===== config.mk =====
export PLATFORM = sky130hd
export DESIGN_NAME = vga_timing_gen_flat
export DESIGN_NICKNAME = d
export VERILOG_FILES = /design/src/rtl/vga_timing_gen_if.sv /design/src/rtl/vga_timing_gen.sv /design/src/flat_wrapper.sv
export SDC_FILE = /design/constraint.sdc
export NUM_CORES = 1
export LEC_CHECK = 0
export CAP_MARGIN = 40
export CORE_MARGIN = 3
export CORE_UTILIZATION = 46
export DETAILED_ROUTE_END_ITERATION = 10
export PLACE_DENSITY = 0.8
export SLEW_MARGIN = 20
export SYNTH_ARGS = -nofsm -noshare
export SYNTH_HDL_FRONTEND = slang
export SYNTH_SLANG_ARGS = --single-unit

===== constraint.sdc =====
create_clock -name clk -period 2.3 [get_ports clk]
set_input_delay 0.345 -clock clk [delete_from_list [all_inputs] [get_ports clk]]
set_output_delay 0.345 -clock clk [all_outputs]
set_load 0.03 [all_outputs]

===== src/rtl/vga_timing_gen_if.sv =====
// Video output bus of the VGA timing generator: sync pulses, data enable
// and blanked RGB, all registered on the pixel tick.
//   master : driven by vga_timing_gen
//   slave  : DAC pins / monitor side
interface vga_timing_gen_if #(
    parameter int COLOR_W = 6
);
    logic               h_sync;
    logic               v_sync;
    logic               de;
    logic [COLOR_W-1:0] red;
    logic [COLOR_W-1:0] green;
    logic [COLOR_W-1:0] blue;

    modport master (output h_sync, v_sync, de, red, green, blue);
    modport slave  (input  h_sync, v_sync, de, red, green, blue);
endinterface


===== src/rtl/vga_timing_gen.sv =====
// Parametrised VGA timing generator and pixel output stage.
// Ports:
//   clk, rst_n        system clock, async active-low reset
//   pix_en            pixel tick enable; all state advances only when high
//   r_in/g_in/b_in    colour from video memory, valid PIPE ticks after px_h/px_v
//   px_h, px_v        active-area coordinates (combinational)
//   de_req            counters inside the active area (undelayed)
//   line_start        tick at hc==0; frame_start: tick at hc==0, vc==0
//   vid               registered, delayed sync/DE and blanked RGB
//   frame_cnt         completed-frame count
//   dhc, dvc          raw counters (debug)
module vga_timing_gen #(
    parameter int H_SYNC     = 96,
    parameter int H_BP       = 48,
    parameter int H_ACTIVE   = 640,
    parameter int H_FP       = 16,
    parameter int V_SYNC     = 2,
    parameter int V_BP       = 29,
    parameter int V_ACTIVE   = 480,
    parameter int V_FP       = 10,
    parameter bit H_SYNC_POL = 1'b0,
    parameter bit V_SYNC_POL = 1'b0,
    parameter int PIPE       = 1,
    parameter int CW         = 10,
    parameter int COLOR_W    = 6,
    parameter int FRAME_W    = 8
) (
    input  logic               clk,
    input  logic               rst_n,
    input  logic               pix_en,
    input  logic [COLOR_W-1:0] r_in,
    input  logic [COLOR_W-1:0] g_in,
    input  logic [COLOR_W-1:0] b_in,
    output logic [CW-1:0]      px_h,
    output logic [CW-1:0]      px_v,
    output logic               de_req,
    output logic               line_start,
    output logic               frame_start,
    vga_timing_gen_if.master   vid,
    output logic [FRAME_W-1:0] frame_cnt,
    output logic [CW-1:0]      dhc,
    output logic [CW-1:0]      dvc
);
    localparam int H_TOTAL = H_SYNC + H_BP + H_ACTIVE + H_FP;
    localparam int V_TOTAL = V_SYNC + V_BP + V_ACTIVE + V_FP;

    localparam logic [CW-1:0] H_LAST    = CW'(H_TOTAL - 1);
    localparam logic [CW-1:0] V_LAST    = CW'(V_TOTAL - 1);
    localparam logic [CW-1:0] H_SYN_END = CW'(H_SYNC);
    localparam logic [CW-1:0] V_SYN_END = CW'(V_SYNC);
    localparam logic [CW-1:0] H_ACT_BEG = CW'(H_SYNC + H_BP);
    localparam logic [CW-1:0] V_ACT_BEG = CW'(V_SYNC + V_BP);
    localparam logic [CW-1:0] H_ACT_END = CW'(H_SYNC + H_BP + H_ACTIVE);
    localparam logic [CW-1:0] V_ACT_END = CW'(V_SYNC + V_BP + V_ACTIVE);

    logic [CW-1:0]      hc_q, hc_d, vc_q, vc_d;
    logic [FRAME_W-1:0] fc_q, fc_d;

    // Counters: hc wraps at end of line and carries into vc; vc wrap ends a frame.
    always_comb begin
        hc_d = hc_q;
        vc_d = vc_q;
        fc_d = fc_q;
        if (pix_en) begin
            if (hc_q == H_LAST) begin
                hc_d = '0;
                if (vc_q == V_LAST) begin
                    vc_d = '0;
                    fc_d = fc_q + FRAME_W'(1);
                end else begin
                    vc_d = vc_q + CW'(1);
                end
            end else begin
                hc_d = hc_q + CW'(1);
            end
        end
    end

    always_ff @(posedge clk or negedge rst_n) begin
        if (!rst_n) begin
            hc_q <= '0;
            vc_q <= '0;
            fc_q <= '0;
        end else begin
            hc_q <= hc_d;
            vc_q <= vc_d;
            fc_q <= fc_d;
        end
    end

    logic hs_raw, vs_raw;
    assign hs_raw      = hc_q < H_SYN_END;
    assign vs_raw      = vc_q < V_SYN_END;
    assign de_req      = (hc_q >= H_ACT_BEG) && (hc_q < H_ACT_END) &&
                         (vc_q >= V_ACT_BEG) && (vc_q < V_ACT_END);
    assign px_h        = hc_q - H_ACT_BEG;
    assign px_v        = vc_q - V_ACT_BEG;
    assign line_start  = pix_en && (hc_q == '0);
    assign frame_start = line_start && (vc_q == '0);
    assign frame_cnt   = fc_q;
    assign dhc         = hc_q;
    assign dvc         = vc_q;

    // Delay line {hs, vs, de}: aligns timing with the video-memory read latency.
    // An all-zero stage is the inactive state, so reset clears it.
    logic [2:0] raw_v, dly_out;
    assign raw_v = {hs_raw, vs_raw, de_req};

    generate
        if (PIPE == 0) begin : g_nodly
            assign dly_out = raw_v;
        end else begin : g_dly
            logic [PIPE-1:0][2:0] dly_q, dly_d;

            always_comb begin
                dly_d = dly_q;
                if (pix_en) begin
                    dly_d[0] = raw_v;
                    for (int i = 1; i < PIPE; i++) dly_d[i] = dly_q[i-1];
                end
            end

            always_ff @(posedge clk or negedge rst_n) begin
                if (!rst_n) dly_q <= '0;
                else        dly_q <= dly_d;
            end

            assign dly_out = dly_q[PIPE-1];
        end
    endgenerate

    // Output stage: sync polarity applied here, RGB forced to 0 while blanked.
    logic               hs_o_q, hs_o_d, vs_o_q, vs_o_d, de_o_q, de_o_d;
    logic [COLOR_W-1:0] r_o_q, r_o_d, g_o_q, g_o_d, b_o_q, b_o_d;

    always_comb begin
        hs_o_d = hs_o_q;
        vs_o_d = vs_o_q;
        de_o_d = de_o_q;
        r_o_d  = r_o_q;
        g_o_d  = g_o_q;
        b_o_d  = b_o_q;
        if (pix_en) begin
            hs_o_d = dly_out[2] ? H_SYNC_POL : ~H_SYNC_POL;
            vs_o_d = dly_out[1] ? V_SYNC_POL : ~V_SYNC_POL;
            de_o_d = dly_out[0];
            r_o_d  = dly_out[0] ? r_in : '0;
            g_o_d  = dly_out[0] ? g_in : '0;
            b_o_d  = dly_out[0] ? b_in : '0;
        end
    end

    always_ff @(posedge clk or negedge rst_n) begin
        if (!rst_n) begin
            hs_o_q <= ~H_SYNC_POL;
            vs_o_q <= ~V_SYNC_POL;
            de_o_q <= 1'b0;
            r_o_q  <= '0;
            g_o_q  <= '0;
            b_o_q  <= '0;
        end else begin
            hs_o_q <= hs_o_d;
            vs_o_q <= vs_o_d;
            de_o_q <= de_o_d;
            r_o_q  <= r_o_d;
            g_o_q  <= g_o_d;
            b_o_q  <= b_o_d;
        end
    end

    assign vid.h_sync = hs_o_q;
    assign vid.v_sync = vs_o_q;
    assign vid.de     = de_o_q;
    assign vid.red    = r_o_q;
    assign vid.green  = g_o_q;
    assign vid.blue   = b_o_q;
endmodule


===== src/flat_wrapper.sv =====
// flat-port wrapper written by rule: the top's interface ports become plain ports
module vga_timing_gen_flat 
#(
    parameter int H_SYNC     = 96,
    parameter int H_BP       = 48,
    parameter int H_ACTIVE   = 640,
    parameter int H_FP       = 16,
    parameter int V_SYNC     = 2,
    parameter int V_BP       = 29,
    parameter int V_ACTIVE   = 480,
    parameter int V_FP       = 10,
    parameter bit H_SYNC_POL = 1'b0,
    parameter bit V_SYNC_POL = 1'b0,
    parameter int PIPE       = 1,
    parameter int CW         = 10,
    parameter int COLOR_W    = 6,
    parameter int FRAME_W    = 8
)
  (clk, rst_n, pix_en, r_in, g_in, b_in, px_h, px_v, de_req, line_start, frame_start, frame_cnt, dhc, dvc, vid_h_sync, vid_v_sync, vid_de, vid_red, vid_green, vid_blue);
  vga_timing_gen_if #(.COLOR_W(COLOR_W)) vid_i ();
  input  logic clk;
  input  logic rst_n;
  input  logic pix_en;
  input  logic [COLOR_W-1:0] r_in;
  input  logic [COLOR_W-1:0] g_in;
  input  logic [COLOR_W-1:0] b_in;
  output logic [CW-1:0] px_h;
  output logic [CW-1:0] px_v;
  output logic de_req;
  output logic line_start;
  output logic frame_start;
  output logic [FRAME_W-1:0] frame_cnt;
  output logic [CW-1:0] dhc;
  output logic [CW-1:0] dvc;
  output wire logic [$bits(vid_i.h_sync)-1:0] vid_h_sync;
  output wire logic [$bits(vid_i.v_sync)-1:0] vid_v_sync;
  output wire logic [$bits(vid_i.de)-1:0] vid_de;
  output wire logic [$bits(vid_i.red)-1:0] vid_red;
  output wire logic [$bits(vid_i.green)-1:0] vid_green;
  output wire logic [$bits(vid_i.blue)-1:0] vid_blue;
  assign vid_h_sync = vid_i.h_sync;
  assign vid_v_sync = vid_i.v_sync;
  assign vid_de = vid_i.de;
  assign vid_red = vid_i.red;
  assign vid_green = vid_i.green;
  assign vid_blue = vid_i.blue;
  vga_timing_gen #(.H_SYNC(H_SYNC), .H_BP(H_BP), .H_ACTIVE(H_ACTIVE), .H_FP(H_FP), .V_SYNC(V_SYNC), .V_BP(V_BP), .V_ACTIVE(V_ACTIVE), .V_FP(V_FP), .H_SYNC_POL(H_SYNC_POL), .V_SYNC_POL(V_SYNC_POL), .PIPE(PIPE), .CW(CW), .COLOR_W(COLOR_W), .FRAME_W(FRAME_W)) u_core (.clk(clk), .rst_n(rst_n), .pix_en(pix_en), .r_in(r_in), .g_in(g_in), .b_in(b_in), .px_h(px_h), .px_v(px_v), .de_req(de_req), .line_start(line_start), .frame_start(frame_start), .vid(vid_i), .frame_cnt(frame_cnt), .dhc(dhc), .dvc(dvc));
endmodule

# After elaboration in Yosys (flattened, before gate mapping)

Cells that the tools add are included.

Logic and storage cells: 39
Input bits: 21
Bits in latches: 0
Output and inout bits: 72
Flip-flop bits (word level): 52
Memory bits (read-only): 0
Memory bits (writable): 0
Memories: 0

Equal/unequal tests: 2
Divide/modulo/power cells: 0
Add/subtract/negate cells: 5
Multiply operators: 0
Reductions and logical operators: 9
Bitwise gates (word level): 0
Shift-type cells: 0
Mux-type cells: 7
Magnitude comparators: 6

Operators with widths:

| operator                                                            | count |
|---|---|
| adder 10 x 1 -> 10 bit (second input constant)                      | 2 |
| equality test 10 bit (second input constant)                        | 2 |
| logical NOT 10 bit                                                  | 2 |
| two-way mux 10 bit                                                  | 2 |
| two-way mux 6 bit                                                   | 3 |
| greater-or-equal comparator 10 x 5 -> 1 bit (second input constant) | 1 |
| greater-or-equal comparator 10 x 8 -> 1 bit (second input constant) | 1 |
| < comparator 10 bit (second input constant)                         | 1 |
| < comparator 10 x 2 -> 1 bit (second input constant)                | 1 |
| < comparator 10 x 7 -> 1 bit (second input constant)                | 1 |
| < comparator 10 x 9 -> 1 bit (second input constant)                | 1 |
| subtractor 10 x 5 -> 10 bit (second input constant)                 | 1 |
| subtractor 10 x 8 -> 10 bit (second input constant)                 | 1 |
| adder 8 x 1 -> 8 bit (second input constant)                        | 1 |
| logical AND 1 bit                                                   | 5 |
| AND reduction 3 bit                                                 | 1 |
| two-way mux 1 bit                                                   | 2 |
| AND reduction 2 bit                                                 | 1 |

# Logic depth before layout (Yosys ltp)

Word-level depth: 4
Gate-level depth with buffers: 7
Gate-level depth less buffers: 6

# Worst setup path after synthesis

Ideal clock, no wire load.

Path type: reg2reg
From: register u_core.hc_q[4], in the netlist u_core.dhc[4]
To: register u_core.g_dly.dly_q (netlist bit u_core.dly_out[0])
Setup slack: -0.753 ns
Data required time: 2.229 ns
Library setup time: 0.071 ns
Path buffers: 0
Stages on the path, launching flop included: 7
Arrival: 2.982 ns
Period minus slack after synthesis: 3.053 ns
Cells stage by stage: dfrtp_1 inv_1 ha_1 or3b_1 a31o_2 nor4_1 mux2_2

Cells in the longest elaborated chain, start to end: 4
Elaborated cells between the ends (all ways): 5
Classes of those cells: 2 x order compare; 3 x reduce/logical

RTL lines:

| what                                                                               | RTL line              | source |
|---|---|---|
| from (decl)                                                                        | vga_timing_gen.sv:56  | `logic [CW-1:0] hc_q, hc_d, vc_q, vc_d;` |
| from (signal assigned)                                                             | vga_timing_gen.sv:81  | `hc_q <= '0;` |
| from (signal assigned)                                                             | vga_timing_gen.sv:85  | `hc_q <= hc_d;` |
| greater-or-equal comparator 10 x 8 -> 1 bit or < comparator 10 bit (tied branches) | vga_timing_gen.sv:94  | `assign de_req = (hc_q >= H_ACT_BEG) && (hc_q < H_ACT_END) &&` |
| logical AND 1 bit (*) (2 in a row)                                                 | vga_timing_gen.sv:94  |  |
| logical AND 1 bit (*)                                                              | vga_timing_gen.sv:95  | `(vc_q >= V_ACT_BEG) && (vc_q < V_ACT_END);` |
| net de_req                                                                         | flat_wrapper.sv:29    | `output logic de_req;` |
| to (signal assigned)                                                               | vga_timing_gen.sv:125 | `else dly_q <= dly_d;` |
| to (decl)                                                                          | vga_timing_gen.sv:113 | `logic [PIPE-1:0][2:0] dly_q, dly_d;` |

Mark *: on every way through the listed nets, which the timed path passes. The rest lies on a longest branch.
A chain may end at the register's enable or synchronous reset.

# Final worst setup path

From: register u_core.hc_q[8], in the netlist u_core.dhc[8]
To: output port frame_start

Cells in the longest elaborated chain, start to end: 3

RTL lines:

| what               | RTL line             | source |
|---|---|---|
| logical NOT 10 bit | vga_timing_gen.sv:98 | `assign line_start = pix_en && (hc_q == '0);` |
| logical AND 1 bit  | vga_timing_gen.sv:98 |  |
| logical AND 1 bit  | vga_timing_gen.sv:99 | `assign frame_start = line_start && (vc_q == '0);` |
| to (decl)          | flat_wrapper.sv:31   | `output logic frame_start;` |

No other way between the ends.

==> out/results.txt <==
status: finished, final reports clean
layout cells sized above 1: 0.173
relative slew slack: 0.581
actual slew at the worst max-slew pin: 0.629 ns
Die ar.: 0.00704 mm2
met2 Use GR: 0.325
row count: 27
min Tclk post-route: 2.29 ns
Worst EP arrival: 1.94 ns
Max clock buf depth: 2
IO Port Bufs: 92
Req. time, crit path: 1.96 ns
grt ovf: 0
leakage power total: 1.79 nW
Fin. Hold Viols: 0
largest net degree at the start of global routing: 48
Worst Setup SP: u_core.dhc[8]
startpoint type of the worst setup path: flop
fmax: 437 MHz
CTS tree: yes
# DRC: 0
Ports: 93
antenna cells: 0
top cells by area, synth: dfrtp_1 (45%), nand3_1 (5.4%), xor2_1 (5.3%)
CTS clock-pin slew for the worst setup and hold paths: 0.10 ns
Fill cells: 465
Post-Syn Area: 0.00279 mm2
Final nets: 421
clock sinks: 52
Area Growth Syn to Fin: 43.9%
synthesized area per cell: 9.53 um2
Synth Instances: 293
Crit Path Class: reg -> out
Final TNS setup: 0 ns
via count: 2,492
Worst R2R Setup Slack: 0.15 ns
Ys Warns: 0
commonest cells in the netlist: dfrtp_1 (50), nand3_1 (30), inv_1 (29)
count of final setup violators: 0
GR met1 Demand/Resource: 0.284
Net Count, Synth: 322
Max-Cap Viols: 0
ANT nets after route: 0
Worst VDD drop: 665 uV
Clock Latency Late Sink: 0.31 ns
Crit. End Element: primary output
Final Non-Filler Cells: 465
Slew Viols, Final: 0
critical path peak fanout: 2
Clock Root Buffer: clkbuf_8
Reg2Reg Depth: 6
Placed Cells: 453
number of vias per cell: 5.36
ys async rst share: 1.00
#FFs+latches synth: 52
H-tree lvl count: 2
reg-to-reg startpoint: u_core.dhc[4]
PwrDens: 684 mW/mm2
number of enable flip-flop cells after synthesis: 0
Initial DRC Count: 100
first-pass GRT wire length: 11.9 mm
Hold Path Class: in -> async
drt first pass iters: 4
WL per Instance: 15.5 um
routability cong.: 0.826
Synth area leader: dfrtp_1
die width: 83.9 um
Detailed Route WL: 7.19 mm
hpwl dp: 5.12 mm
met3 Usage GRT: 0.0513
Tcrit/Tclk final: 0.995
initial antenna violation count: 0
Inserted Clock Buffers: 5
Die H: 83.9 um
count leader, synth: dfrtp_1
ys flop type: dfrtp_1
clk_skew: 0.00930 ns
GR peak layer: met2
share of the synthesized area in the top cell type: 0.448
Netlist cell types: 47
RSZ-0062 raised after global routing: true
vias in the first global route: 2,455
sequential-to-total area share from yosys stat: 0.467
GRT Overall Usage: 0.206
Core Box Area: 0.00568 mm2
Initial Util: 0.492
[logic make-up (layout without fill, tap and decap cells)]
group,after synthesis,after routing,share of synthesized area
compound gates,40,40,0.0811
xor+xnor,26,26,0.0816
fa+ha+maj,8,8,0.0359
buf+inv,54,154,0.0879
flops,52,52,0.467
mux,6,6,0.0238
simple gates,107,107,0.223
[sequential cells by signal, summed over array words and instances, names as in the netlist]
signal	cells
u_core.vid.red	6
u_core.dhc	10
u_core.vid.v_sync	1
u_core.vid.blue	6
u_core.vid.h_sync	1
u_core.frame_cnt	8
u_core.vid.de	1
u_core.dvc	10
u_core.vid.green	6
u_core.dly_out	3
[per-layer routing]
| layer | share of wire | vias to the layer above |
|---|---|---|
| met5 | 0 | - |
| met4 | 0.0079 | 0 |
| met3 | 0.059 | 5 |
| met2 | 0.47 | 92 |
| met1 | 0.46 | 1193 |
| li1 | - | 1202 |
[through the flow]
step / hold slack (ns) / util / setup WS [ns] / power, mW / instance area, um2
floorplan: 0.0494 / - / 0.0145 / 1.68 / 2830
global placement: 0.273 / 0.676 / 0.0848 / 2.05 / 3840
detailed placement: 0.272 / 0.676 / 0.0145 / 2.07 / 3840
CTS: 0.474 / 0.707 / 0.0122 / 2.75 / 4010
global route: 0.480 / 0.708 / -0.0526 / 2.87 / 4020
finish: 0.472 / 0.708 / 0.0108 / 2.75 / 4020
[power breakdown]
part           internal (mW)  switching, mW  total [mW]
clock                  0.329          0.309       0.638
combinational          0.443          0.611        1.05
sequential             0.976         0.0805        1.06
total                   1.75           1.00        2.75
[critical path, stage by stage, from the launching register on]
cell,delay [ns]
dfrtp_2,0.41
or2_4,0.27
or3b_4,0.39
nor3_4,0.19
and4_4,0.25
buf_6,0.13
[worst paths after layout]
| check | to |
|---|---|
| worst max-delay path | frame_start |
| min in group clk | u_core.frame_cnt[7] |
| worst max register to register | u_core.dvc[9] |
| max in group asynchronous | u_core.vid.h_sync |
| worst min register to register | u_core.frame_cnt[7] |
| worst min-delay path | u_core.dhc[6] |
[layout by cell type, fill, tap and decap left out, types with 2 or more instances in the layout]
cell type        instances
buf_2                    2
ha_1                     6
xor2_1                  17
nor4_2                   2
clkbuf_8                 5
nand3_1                 30
or3_1                    3
clkdlybuf4s50_1         78
a31oi_1                  4
dfstp_2                  2
inv_1                   28
mux2_2                   5
nand2b_1                 2
nor4_1                   2
buf_4                   29
nor3_1                  12
nor2_1                  10
nand2_1                 18
dlygate4sd2_1            4
dlymetal6s2s_1           2
nor4_4                   2
nand4_1                 10
dfrtp_2                  5
and4_1                   2
o21ai_0                 28
dfrtp_1                 45
xnor2_1                  9
[cell type report]
| class | count | area (um2) | area share |
|---|---|---|---|
| tap | 72 | 90.1 | 0.0224 |
| timing repair buffer | 117 | 1090 | 0.271 |
| clock inverter | 2 | 38.8 | 0.00966 |
| multi-input combinational | 187 | 1300 | 0.325 |
| inverter | 29 | 111 | 0.0277 |
| clock buffer | 6 | 72.6 | 0.0181 |
| sequential | 52 | 1310 | 0.326 |
[repair_timing]
item	4_1_cts	5_1_grt
pin swaps	2	1
endpoints found under the hold margin	13	0
buffers inserted	3	0
setup endpoints to repair	9	5
hold buffers	1	0
gates resized for setup	16	5
Power figures use the tool's default switching activity.
